`src/rtl/testmasterslave3_feeder.sv`:
```
// Producer stage: FIFO-buffers a valid/notify input stream and re-emits it as a held value plus a one-cycle strobe on every PERIOD-cycle tick.
// Optional underrun counter port enabled by defining TESTMASTERSLAVE3_FEEDER_UNDERRUN_EN.
module testmasterslave3_feeder #(
    parameter int               WIDTH     = 32,
    parameter int               DEPTH     = 4,
    parameter int               PERIOD    = 3,
    parameter logic [WIDTH-1:0] RESET_VAL = WIDTH'(1337)
) (
    input  logic             clk,
    input  logic             rst,
    input  logic             en,
    input  logic [WIDTH-1:0] b_in,
    input  logic             b_in_sync,
    output logic             b_in_notify,
    output logic [WIDTH-1:0] s_out,
    output logic             s_out_sync
`ifdef TESTMASTERSLAVE3_FEEDER_UNDERRUN_EN
    ,
    output logic [15:0]      underruns
`endif
);

    localparam int AW = $clog2(DEPTH);
    localparam int TW = (PERIOD > 1) ? $clog2(PERIOD) : 1;
    localparam logic [AW:0]   FULL_CNT  = (AW + 1)'(DEPTH);
    localparam logic [TW-1:0] TICK_LAST = TW'(PERIOD - 1);

    typedef enum logic {IDLE, EMIT} state_t;

    state_t           state, state_nxt;
    logic [WIDTH-1:0] mem [DEPTH];
    logic [AW-1:0]    rd_ptr, wr_ptr;
    logic [AW:0]      count;
    logic [TW-1:0]    tick_cnt;
    logic             tick, push, pop;

    // Ready depends only on registered occupancy, so a pop never frees a slot in the same cycle.
    assign b_in_notify = (count != FULL_CNT);
    assign s_out_sync  = (state == EMIT);

    always_comb begin
        tick      = en && (tick_cnt == TICK_LAST);
        push      = b_in_sync && b_in_notify;
        pop       = tick && (count != '0);
        state_nxt = IDLE;
        case (state)
            IDLE: if (pop) state_nxt = EMIT;
            EMIT: state_nxt = pop ? EMIT : IDLE;
            default: state_nxt = IDLE;
        endcase
    end

    always_ff @(posedge clk) begin
        if (rst) begin
            state    <= IDLE;
            rd_ptr   <= '0;
            wr_ptr   <= '0;
            count    <= '0;
            tick_cnt <= '0;
            s_out    <= RESET_VAL;
        end else begin
            state <= state_nxt;
            if (en) tick_cnt <= tick ? '0 : tick_cnt + 1'b1;
            if (push) wr_ptr <= wr_ptr + 1'b1;
            if (pop) begin
                s_out  <= mem[rd_ptr];
                rd_ptr <= rd_ptr + 1'b1;
            end
            case ({push, pop})
                2'b10:   count <= count + 1'b1;
                2'b01:   count <= count - 1'b1;
                default: count <= count;
            endcase
        end
    end

    always_ff @(posedge clk) begin
        if (push) mem[wr_ptr] <= b_in;
    end

`ifdef TESTMASTERSLAVE3_FEEDER_UNDERRUN_EN
    logic underrun;
    assign underrun = tick && (count == '0);

    always_ff @(posedge clk) begin
        if (rst)
            underruns <= '0;
        else if (underrun && underruns != 16'hFFFF)
            underruns <= underruns + 16'd1;
    end
`endif

endmodule

```
`config.mk`:
```
export PLATFORM = sky130hd
export DESIGN_NAME = testmasterslave3_feeder
export DESIGN_NICKNAME = d
export VERILOG_FILES = /design/src/rtl/testmasterslave3_feeder.sv
export SDC_FILE = /design/constraint.sdc
export NUM_CORES = 1
export LEC_CHECK = 0
export BUFFER_PORTS_ARGS = -buffer_cell sky130_fd_sc_hd__buf_2
export CAP_MARGIN = 20
export CORE_MARGIN = 2
export CORE_UTILIZATION = 60
export CTS_BUF_LIST = sky130_fd_sc_hd__clkbuf_4 sky130_fd_sc_hd__clkbuf_8 sky130_fd_sc_hd__clkbuf_16
export DETAILED_ROUTE_END_ITERATION = 16
export PLACE_DENSITY = 0.91
export SKIP_CTS_REPAIR_TIMING = 1
export SLEW_MARGIN = 20
export SYNTH_ARGS = -nofsm -noshare
export SYNTH_HDL_FRONTEND = slang
export SYNTH_SLANG_ARGS = --single-unit
```
`constraint.sdc`:
```
create_clock -name clk -period 4.2 [get_ports clk]
set_input_delay 0.21 -clock clk [delete_from_list [all_inputs] [get_ports clk]]
set_output_delay 0.21 -clock clk [all_outputs]
set_load 0.05 [all_outputs]
```
==> flow_metrics.env, run 1 <==
export IMPL_status="completed"
export IMPL_root_buffer="clkbuf_8"
export IMPL_syn_area_um2=6370
export IMPL_ios=70
export IMPL_min_path_type="primary input to register"
export IMPL_drt_iter0_markers=444
export IMPL_antenna_found_initial=0
export IMPL_clock_skew_ps=6.79
export IMPL_synthesis_nets=414
export IMPL_seq_area_um2=4690
export IMPL_grt_pass1_vias=3855
export IMPL_fin_ws_ps=1330
export IMPL_clk_pin_slew_ps=70
export IMPL_hold_viol=0
export IMPL_nets=510
export IMPL_syn_area_per_cell_um2=17.1
export IMPL_min_period_ps=2870
export IMPL_ys_ff_latch=170
export IMPL_worstPathMaxFanout=34
export IMPL_slew_violations=0
export IMPL_design_core_area_um2=10300
export IMPL_min_from="b_in_sync"
export IMPL_drive_above_1_share_pct=30.1
export IMPL_clock_path_buffers=2
export IMPL_cts_made_buffers=17
export IMPL_r2r_cells=10
export IMPL_static_leakage_power_nw=2.68
export IMPL_cp_required_ps=4650
export IMPL_avgViaCountPerCell=6.26
export IMPL_drt_total_wl_mm=14.0
export IMPL_slew_headroom_pct=32.0
export IMPL_gp_congestion=0.727
export IMPL_layout_common_cells="128 x edfxtp_1, 69 x buf_2, 40 x dfxtp_1, 33 x a21oi_1"
export IMPL_synth_top_area_cell="edfxtp_1"
export IMPL_r2r_end="count[2]"
export IMPL_tns_ps=0
export IMPL_dr_total_vias=3860
export IMPL_pwr_density_cell_nw_per_um2=475
export IMPL_yosysSeqAreaShare_pct=73.5
export IMPL_cts_tree="built"
export IMPL_place_hpwl_mm=7.19
export IMPL_dr_pass1_iters=5
export IMPL_arrival_ps=3320
export IMPL_crit_type="register to register"
export IMPL_min_path_cells=3
export IMPL_clkLatencyLatePin_ps=530
export IMPL_areaGrowthSynthToFinish_pct=20.7
export IMPL_syn_inst=372
export IMPL_peakVddDrop_uv=338
export IMPL_drc=0
export IMPL_fillers=576
export IMPL_overflow=0
export IMPL_grt_pass1_wl_mm=20.8
export IMPL_die_w_um=107
export IMPL_start_kind="register"
export IMPL_synthArstFlopShare_pct=0
export IMPL_dieArea_um2=11500
export IMPL_timing_fmax_ghz=0.348
export IMPL_synth_edf_count=128
export IMPL_worstMarginPinSlew_ps=1020
export IMPL_num_antenna_cells=0
export IMPL_start_util_pct=61.7
export IMPL_routedWlPerCell_um=22.7
export IMPL_cap_violations=0
export IMPL_finalCritPeriodShare_pct=68.3
export IMPL_row_count=37
export IMPL_ys_flop_type="edfxtp_1"
export IMPL_ant_nets=0
export IMPL_grtUsageTotal_pct=25.1
export IMPL_cts_sinks=170
export IMPL_whs_ps=18.4
export IMPL_p_total_mw=3.66
export IMPL_rrSetupSlack_ps=1330
export IMPL_yosys_top_cells_area="edfxtp_1 60%, dfxtp_1 13%, mux4_2 11%"
export IMPL_rr_startpoint="tick_cnt[1]"
export IMPL_ys_warn_count=0
export IMPL_pre_cts_ws_ps=1470
export IMPL_grt_start_max_net_pins=44
export IMPL_synth_top_area_share_pct=60.3
export IMPL_ctsHtreeMaxLevel=4
export IMPL_multi_input_area_um2=1530
export IMPL_port_buffers=69
export IMPL_layout_commonest_cell="edfxtp_1"
export IMPL_synth_cell_types=28
export IMPL_rsz0062_at_grt="false"
export IMPL_min_to="wr_ptr[1]"
export IMPL_end_kind="register"
export IMPL_finalSetupViolCount=0
export IMPL_die_h_um=107
## per-stage QoR
step | cell area [um2] | instances | utilization, %
3_5_place_dp | 6780 | 553 | 65.7
2_1_floorplan | 6370 | 372 | -
3_3_place_gp | 6780 | 553 | 65.7
5_1_grt | 7690 | 617 | 74.5
6_report | 7690 | 617 | 74.5
4_1_cts | 7370 | 585 | 71.4
## sequential cells by signal (all words and copies together), names as in the netlist
signal / flops
mem: 128
s_out: 32
count: 3
rd_ptr: 2
tick_cnt: 2
wr_ptr: 2
s_out_sync: 1
## worst max-delay path: stages (launching register included)
cell and delay, ps:
dfxtp_1 390, and3b_1 190, buf_4 360, nand2_1 300
inv_1 180, ha_1 240, inv_1 100, fa_1 390
xor2_1 170, or3_1 310, a21oi_1 140
## power by group
part | total [mW] | leakage, nW | internal [mW] | switching [mW]
combinational | 0.215 | 0.879 | 0.0791 | 0.136
sequential | 1.89 | 1.52 | 1.87 | 0.0224
clock | 1.55 | 0.289 | 0.878 | 0.675
## area by class of cell
class,count,area share [%]
well taps,136,2.21
inverters,8,0.390
flip-flops and latches,170,60.9
clock buffers,18,5.56
clock inverters,14,2.07
multi-input cells,167,19.9
repair buffers,104,8.95
## metal layers
metal / vias to the layer above / wire (um) / GRT usage [%] / part of all wire [%]
met1: 1961 / 4930 / 30.4 / 35
met2: 210 / 7630 / 42.1 / 55
met5: - / 0 / 0 / 0
li1: 1650 / - / - / -
met3: 39 / 984 / 5.41 / 7.0
met4: 0 / 426 / 13.8 / 3.0
## synthesized netlist by cell type (all sizes together), types with 3 or more instances
cell type  number
edfxtp        128
a211o           6
nand3          28
clkbuf         12
inv             8
o21ai          28
ha              5
nor2            7
a21oi          33
dfxtp          42
mux4           32
buf            15
or3             3
and3           10
## how the worst max path moves through the flow
stage | startpoint | endpoint | slack, ps | cells past startpoint
floorplan | count[2] | count[2] | 1840 | 9
global placement | tick_cnt[0] | count[2] | 1700 | 10
detailed placement | tick_cnt[1] | count[2] | 1470 | 10
CTS | tick_cnt[1] | count[2] | 1390 | 10
global route | tick_cnt[1] | count[2] | 1180 | 10
finish | tick_cnt[1] | count[2] | 1330 | 10
## logic make-up after synthesis
logic type / Yosys count / share of synthesized area [%]
multiplexers: 32 / 11.3
flip-flops: 170 / 73.5
AO/OA/AOI/OAI: 71 / 6.13
adder cells (fa/ha/maj): 6 / 1.30
AND/OR/NAND/NOR: 56 / 4.81
buffers and inverters: 35 / 2.65
XOR/XNOR: 2 / 0.275
(Power assumes the default switching activity.)
==> inputs of run 2 (changes only) <==
Settings changed: CORE_UTILIZATION 60 to 58, PLACE_DENSITY 0.91 to 0.89.
Clock period 4.2 ns to 2.8 ns, I/O delays scaled along.
==> run 2 against run 1 <==
  * The run now ends with negative hold slack left
  * Power grew 49%
  * Sequential share of layout area shrank 0.36 points
  * Setup slack lost 940 ps
  * Count of clock-buffer cells in the layout grew 7
  * Maximum frequency grew 19%
  * Wire length shrank 6.3%
  * Die area grew 3.3%
  * Global-route usage shrank 2.1 points
  * Largest cell class unchanged
==> flow_metrics.env, run 2 (synthesis gave the netlist of run 1 again) <==
export IMPL_ant_nets=0
export IMPL_top_register="mem"
export IMPL_design_core_area_um2=10800
export IMPL_dr_pass1_iters=4
export IMPL_finalCritPeriodShare_pct=85.9
export IMPL_drt_total_wl_mm=13.1
export IMPL_start_kind="register"
export IMPL_rsz0062_at_grt="false"
export IMPL_fillers=630
export IMPL_crit_type="register to register"
export IMPL_die_w_um=109
export IMPL_r2r_cells=8
export IMPL_start_util_pct=59.0
export IMPL_antenna_found_initial=0
export IMPL_nets=514
export IMPL_end_kind="register"
export IMPL_rr_startpoint="count[2]"
export IMPL_arrival_ps=2850
export IMPL_status="finished with violations"
export IMPL_r2r_end="count[2]"
export IMPL_cts_sinks=170
export IMPL_dr_total_vias=3717
export IMPL_grt_pass1_vias=3662
export IMPL_min_to="tick_cnt[1]"
export IMPL_place_hpwl_mm=7.35
export IMPL_dpl_instance_area_um2=6820
export IMPL_whs_ps=-11.2
export IMPL_pwr_density_cell_nw_per_um2=702
export IMPL_ctsHtreeMaxLevel=4
export IMPL_layout_common_cells="128 x edfxtp_1, 69 x buf_2, 40 x dfxtp_1, 33 x a21oi_1, 33 x dlygate4sd3_1"
export IMPL_hold_viol=2
export IMPL_dieArea_um2=11800
export IMPL_finalSetupViolCount=0
export IMPL_tns_ps=0
export IMPL_grt_pass1_wl_mm=19.5
export IMPL_grt_start_max_net_pins=44
export IMPL_fin_area_um2=7740
export IMPL_worstPathMaxFanout=10
export IMPL_cts_tree="built"
export IMPL_multi_input_area_um2=1520
export IMPL_port_buffers=69
export IMPL_min_path_type="primary input to register"
export IMPL_cap_violations=0
export IMPL_min_from="en"
export IMPL_clock_skew_ps=7.88
export IMPL_fin_ws_ps=394
export IMPL_timing_fmax_ghz=0.416
export IMPL_drive_above_1_share_pct=30.3
export IMPL_min_path_cells=4
export IMPL_clock_path_buffers=2
export IMPL_rrSetupSlack_ps=390
export IMPL_row_count=38
export IMPL_num_antenna_cells=0
export IMPL_areaGrowthSynthToFinish_pct=21.4
export IMPL_die_h_um=109
export IMPL_largestRegisters="mem (128), s_out (32), count (3)"
export IMPL_violations="negative hold slack"
export IMPL_slew_headroom_pct=39.5
export IMPL_clk_pin_slew_ps=60
export IMPL_drc=0
export IMPL_routedWlPerCell_um=21.0
export IMPL_min_period_ps=2410
export IMPL_pre_cts_ws_ps=425
export IMPL_cp_required_ps=3240
export IMPL_ios=70
export IMPL_slew_violations=0
export IMPL_peakVddDrop_uv=517
export IMPL_largest_reg_flops=128
export IMPL_root_buffer="clkbuf_8"
export IMPL_drt_iter0_markers=362
export IMPL_clkLatencyLatePin_ps=520
export IMPL_grtUsageTotal_pct=23.0
export IMPL_static_leakage_power_nw=2.71
export IMPL_seq_area_um2=4690
export IMPL_worstMarginPinSlew_ps=908
export IMPL_layout_commonest_cell="edfxtp_1"
export IMPL_finish_utilization_pct=71.7
export IMPL_cts_made_buffers=17
export IMPL_gp_congestion=0.711
export IMPL_overflow=0
export IMPL_avgViaCountPerCell=5.95
run 2: worst max path at each step:
stage	to	from
floorplan	count[2]	count[2]
global placement	count[2]	count[2]
detailed placement	count[2]	count[2]
CTS	count[2]	count[2]
global route	count[2]	count[2]
finish	count[2]	count[2]
run 2: critical path: stages (launching register included):
cell	delay (ps)
dfxtp_1	390
or3b_2	570
nand2_1	130
ha_1	190
inv_1	60
fa_1	380
xor2_1	160
or3_1	310
a21oi_1	150
run 2: area by class of cell:
class | instances | area share, %
clock buffer | 25 | 6.45
inverter | 8 | 0.388
tap | 140 | 2.26
sequential | 170 | 60.6
clock inverter | 7 | 1.16
timing repair buffer | 108 | 9.48
multi-input combinational | 167 | 19.7
run 2: stage by stage:
stage / power, mW / instances
floorplan: 3.05 / 372
global placement: 3.14 / 560
detailed placement: 3.16 / 560
CTS: 5.42 / 592
global route: 5.58 / 625
finish: 5.43 / 625
run 2: metal layers:
layer  GRT usage, %  up-vias  part of all wire (%)  routed length [um]
li1               -     1652                     -                   -
met1           28.2     1854                    36                4700
met2           39.1      197                    54                7090
met3           6.52       14                   8.7                1150
met4           8.70        0                   1.3                 168
met5              0        -                     0                   0
run 2: report_power, final:
group / total (mW) / switching [mW] / internal (mW)
sequential: 2.83 / 0.0299 / 2.80
clock: 2.28 / 0.878 / 1.40
combinational: 0.321 / 0.199 / 0.122
total: 5.43 / 1.11 / 4.32
==> inputs of run 3 (changes only) <==
Settings changed: PLACE_DENSITY 0.89 to 0.83.
==> run 3 against run 2 <==
  * Utilization shrank 0.56 points
  * Final area fell by 0.78%
  * Wire length down 2.4%
  * Die area did not move
  * Largest cell class unchanged
  * Clock power decreased by 11%
  * Critical path depth is the same
  * Setup slack worse by 130 ps
  * The flow now finishes without violations
  * Sequential power about the same
  * First-iteration DRC count down 36%
  * Sequential cell count unchanged
  * Worst hold slack improved by 220 ps
  * Via count fell by 0.83%
==> flow_metrics.env, run 3 (synthesis gave the netlist of run 1 again) <==
export IMPL_largestRegisters="mem (128), s_out (32), count (3)"
export IMPL_crit_type="register to register"
export IMPL_worstMarginPinSlew_ps=1020
export IMPL_tns_ps=0
export IMPL_port_buffers=69
export IMPL_drc=0
export IMPL_pwr_density_cell_nw_per_um2=675
export IMPL_met2_length_mm=6.84
export IMPL_worstPathMaxFanout=10
export IMPL_finalSetupViolCount=0
export IMPL_clock_skew_ps=14.2
export IMPL_place_hpwl_mm=7.18
export IMPL_layout_common_cells="128 x edfxtp_1, 69 x buf_2, 40 x dfxtp_1, 34 x dlygate4sd3_1, 33 x a21oi_1"
export IMPL_power_switching_mw=1.14
export IMPL_seqPwrFrac_pct=54.6
export IMPL_status="completed"
export IMPL_nets=514
export IMPL_largest_reg_flops=128
export IMPL_dr_total_vias=3686
export IMPL_peakVddDrop_uv=511
export IMPL_routedWlPerCell_um=20.5
export IMPL_avgViaCountPerCell=5.90
export IMPL_top_layer="met4"
export IMPL_areaGrowthSynthToFinish_pct=20.5
export IMPL_power_internal_mw=4.04
export IMPL_die_w_um=109
export IMPL_static_leakage_power_nw=2.67
export IMPL_end_kind="register"
export IMPL_grt_pass1_vias=3593
export IMPL_layout_commonest_cell="edfxtp_1"
export IMPL_combPwrFrac_pct=6.1
export IMPL_p_total_mw=5.18
export IMPL_rsz0062_at_grt="false"
export IMPL_ctsHtreeMaxLevel=4
export IMPL_slew_violations=0
export IMPL_design_core_area_um2=10800
export IMPL_cp_required_ps=3230
export IMPL_drive_above_1_share_pct=30.1
export IMPL_timing_fmax_ghz=0.395
export IMPL_cts_tree="built"
export IMPL_fin_ws_ps=265
export IMPL_grtUsageTotal_pct=22.4
export IMPL_die_h_um=109
export IMPL_switching_share_pct=22.0
export IMPL_start_util_pct=59.0
export IMPL_overflow=0
export IMPL_slew_headroom_pct=31.6
export IMPL_arrival_ps=2970
export IMPL_dpl_instance_area_um2=6820
export IMPL_dr_pass1_iters=4
export IMPL_clkLatencyLatePin_ps=530
export IMPL_cts_sinks=170
export IMPL_met1_length_mm=5.10
export IMPL_ant_nets=0
export IMPL_hold_viol=0
export IMPL_cap_violations=0
export IMPL_dieArea_um2=11800
export IMPL_grt_start_max_net_pins=44
export IMPL_met3_length_um=793
export IMPL_cts_made_buffers=17
export IMPL_min_path_type="primary input to register"
export IMPL_ios=70
export IMPL_grt_pass1_wl_mm=18.9
export IMPL_finalCritPeriodShare_pct=90.5
export IMPL_fin_area_um2=7680
export IMPL_start_kind="register"
export IMPL_drt_total_wl_mm=12.8
export IMPL_root_buffer="clkbuf_8"
export IMPL_num_antenna_cells=0
export IMPL_gp_congestion=0.714
export IMPL_clk_pin_slew_ps=70
export IMPL_pre_cts_ws_ps=393
export IMPL_clock_path_buffers=2
export IMPL_min_period_ps=2530
export IMPL_antenna_found_initial=0
export IMPL_row_count=38
export IMPL_top_register="mem"
export IMPL_drt_iter0_markers=230
export IMPL_p_clk_share_pct=39.3
export IMPL_finish_utilization_pct=71.1
run 3: cell types whose count changed in the layout (fill, tap and decap cells not counted), sizes merged:
cell         before  now
clkinv            4    9
dlygate4sd3      33   34
clkinvlp          1    3
clkbuf           25   20
bufinv            2    0
buf              75   74
run 3: area by class of cell:
cell class,instances,area [um2]
Inverter,8,30.0
Clock inverter,12,77.6
Clock buffer,20,443
Timing Repair Buffer,108,736
Fill cell,661,3120
Multi-Input combinational cell,167,1530
Sequential cell,170,4690
Tap cell,140,175
run 3: metrics by stage:
stage,cells,hold WS [ps]
after floorplan,372,239
after global routing,625,216
after global placement,559,351
final,625,210
after CTS,591,-198
after detailed placement,559,358
run 3: power groups by stage:
stage	Clock (mW)	Combinational [mW]	Sequential [mW]
6_report	2.04	0.317	2.83
5_1_grt	2.16	0.345	2.83
4_1_cts	2.07	0.283	2.83
3_5_place_dp	0	0.280	2.88
3_3_place_gp	0	0.267	2.87
2_1_floorplan	0	0.166	2.89
run 3: routing by layer:
layer  up-vias  track usage [%]
li1       1659                -
met1      1884             27.5
met2       136             38.4
met3         7             7.05
met4         0             6.78
met5         -                0
run 3: worst max-delay path: stages (launching register included):
cell and delay [ps]:
dfxtp_1 440, or3b_2 580, nand2_1 130, ha_1 200
inv_1 70, fa_1 380, xor2_1 160, or3_1 310
a21oi_1 180
run 3: final timing paths:
check | start | endpoint | slack [ps] | cells past startpoint
worst max-delay path | count[2] | count[2] | 270 | 8
worst min-delay path | rst | tick_cnt[0] | 210 | 2
worst max register to register | count[2] | count[2] | 270 | 8
worst min register to register | s_out[10] | s_out[10] | 460 | 1
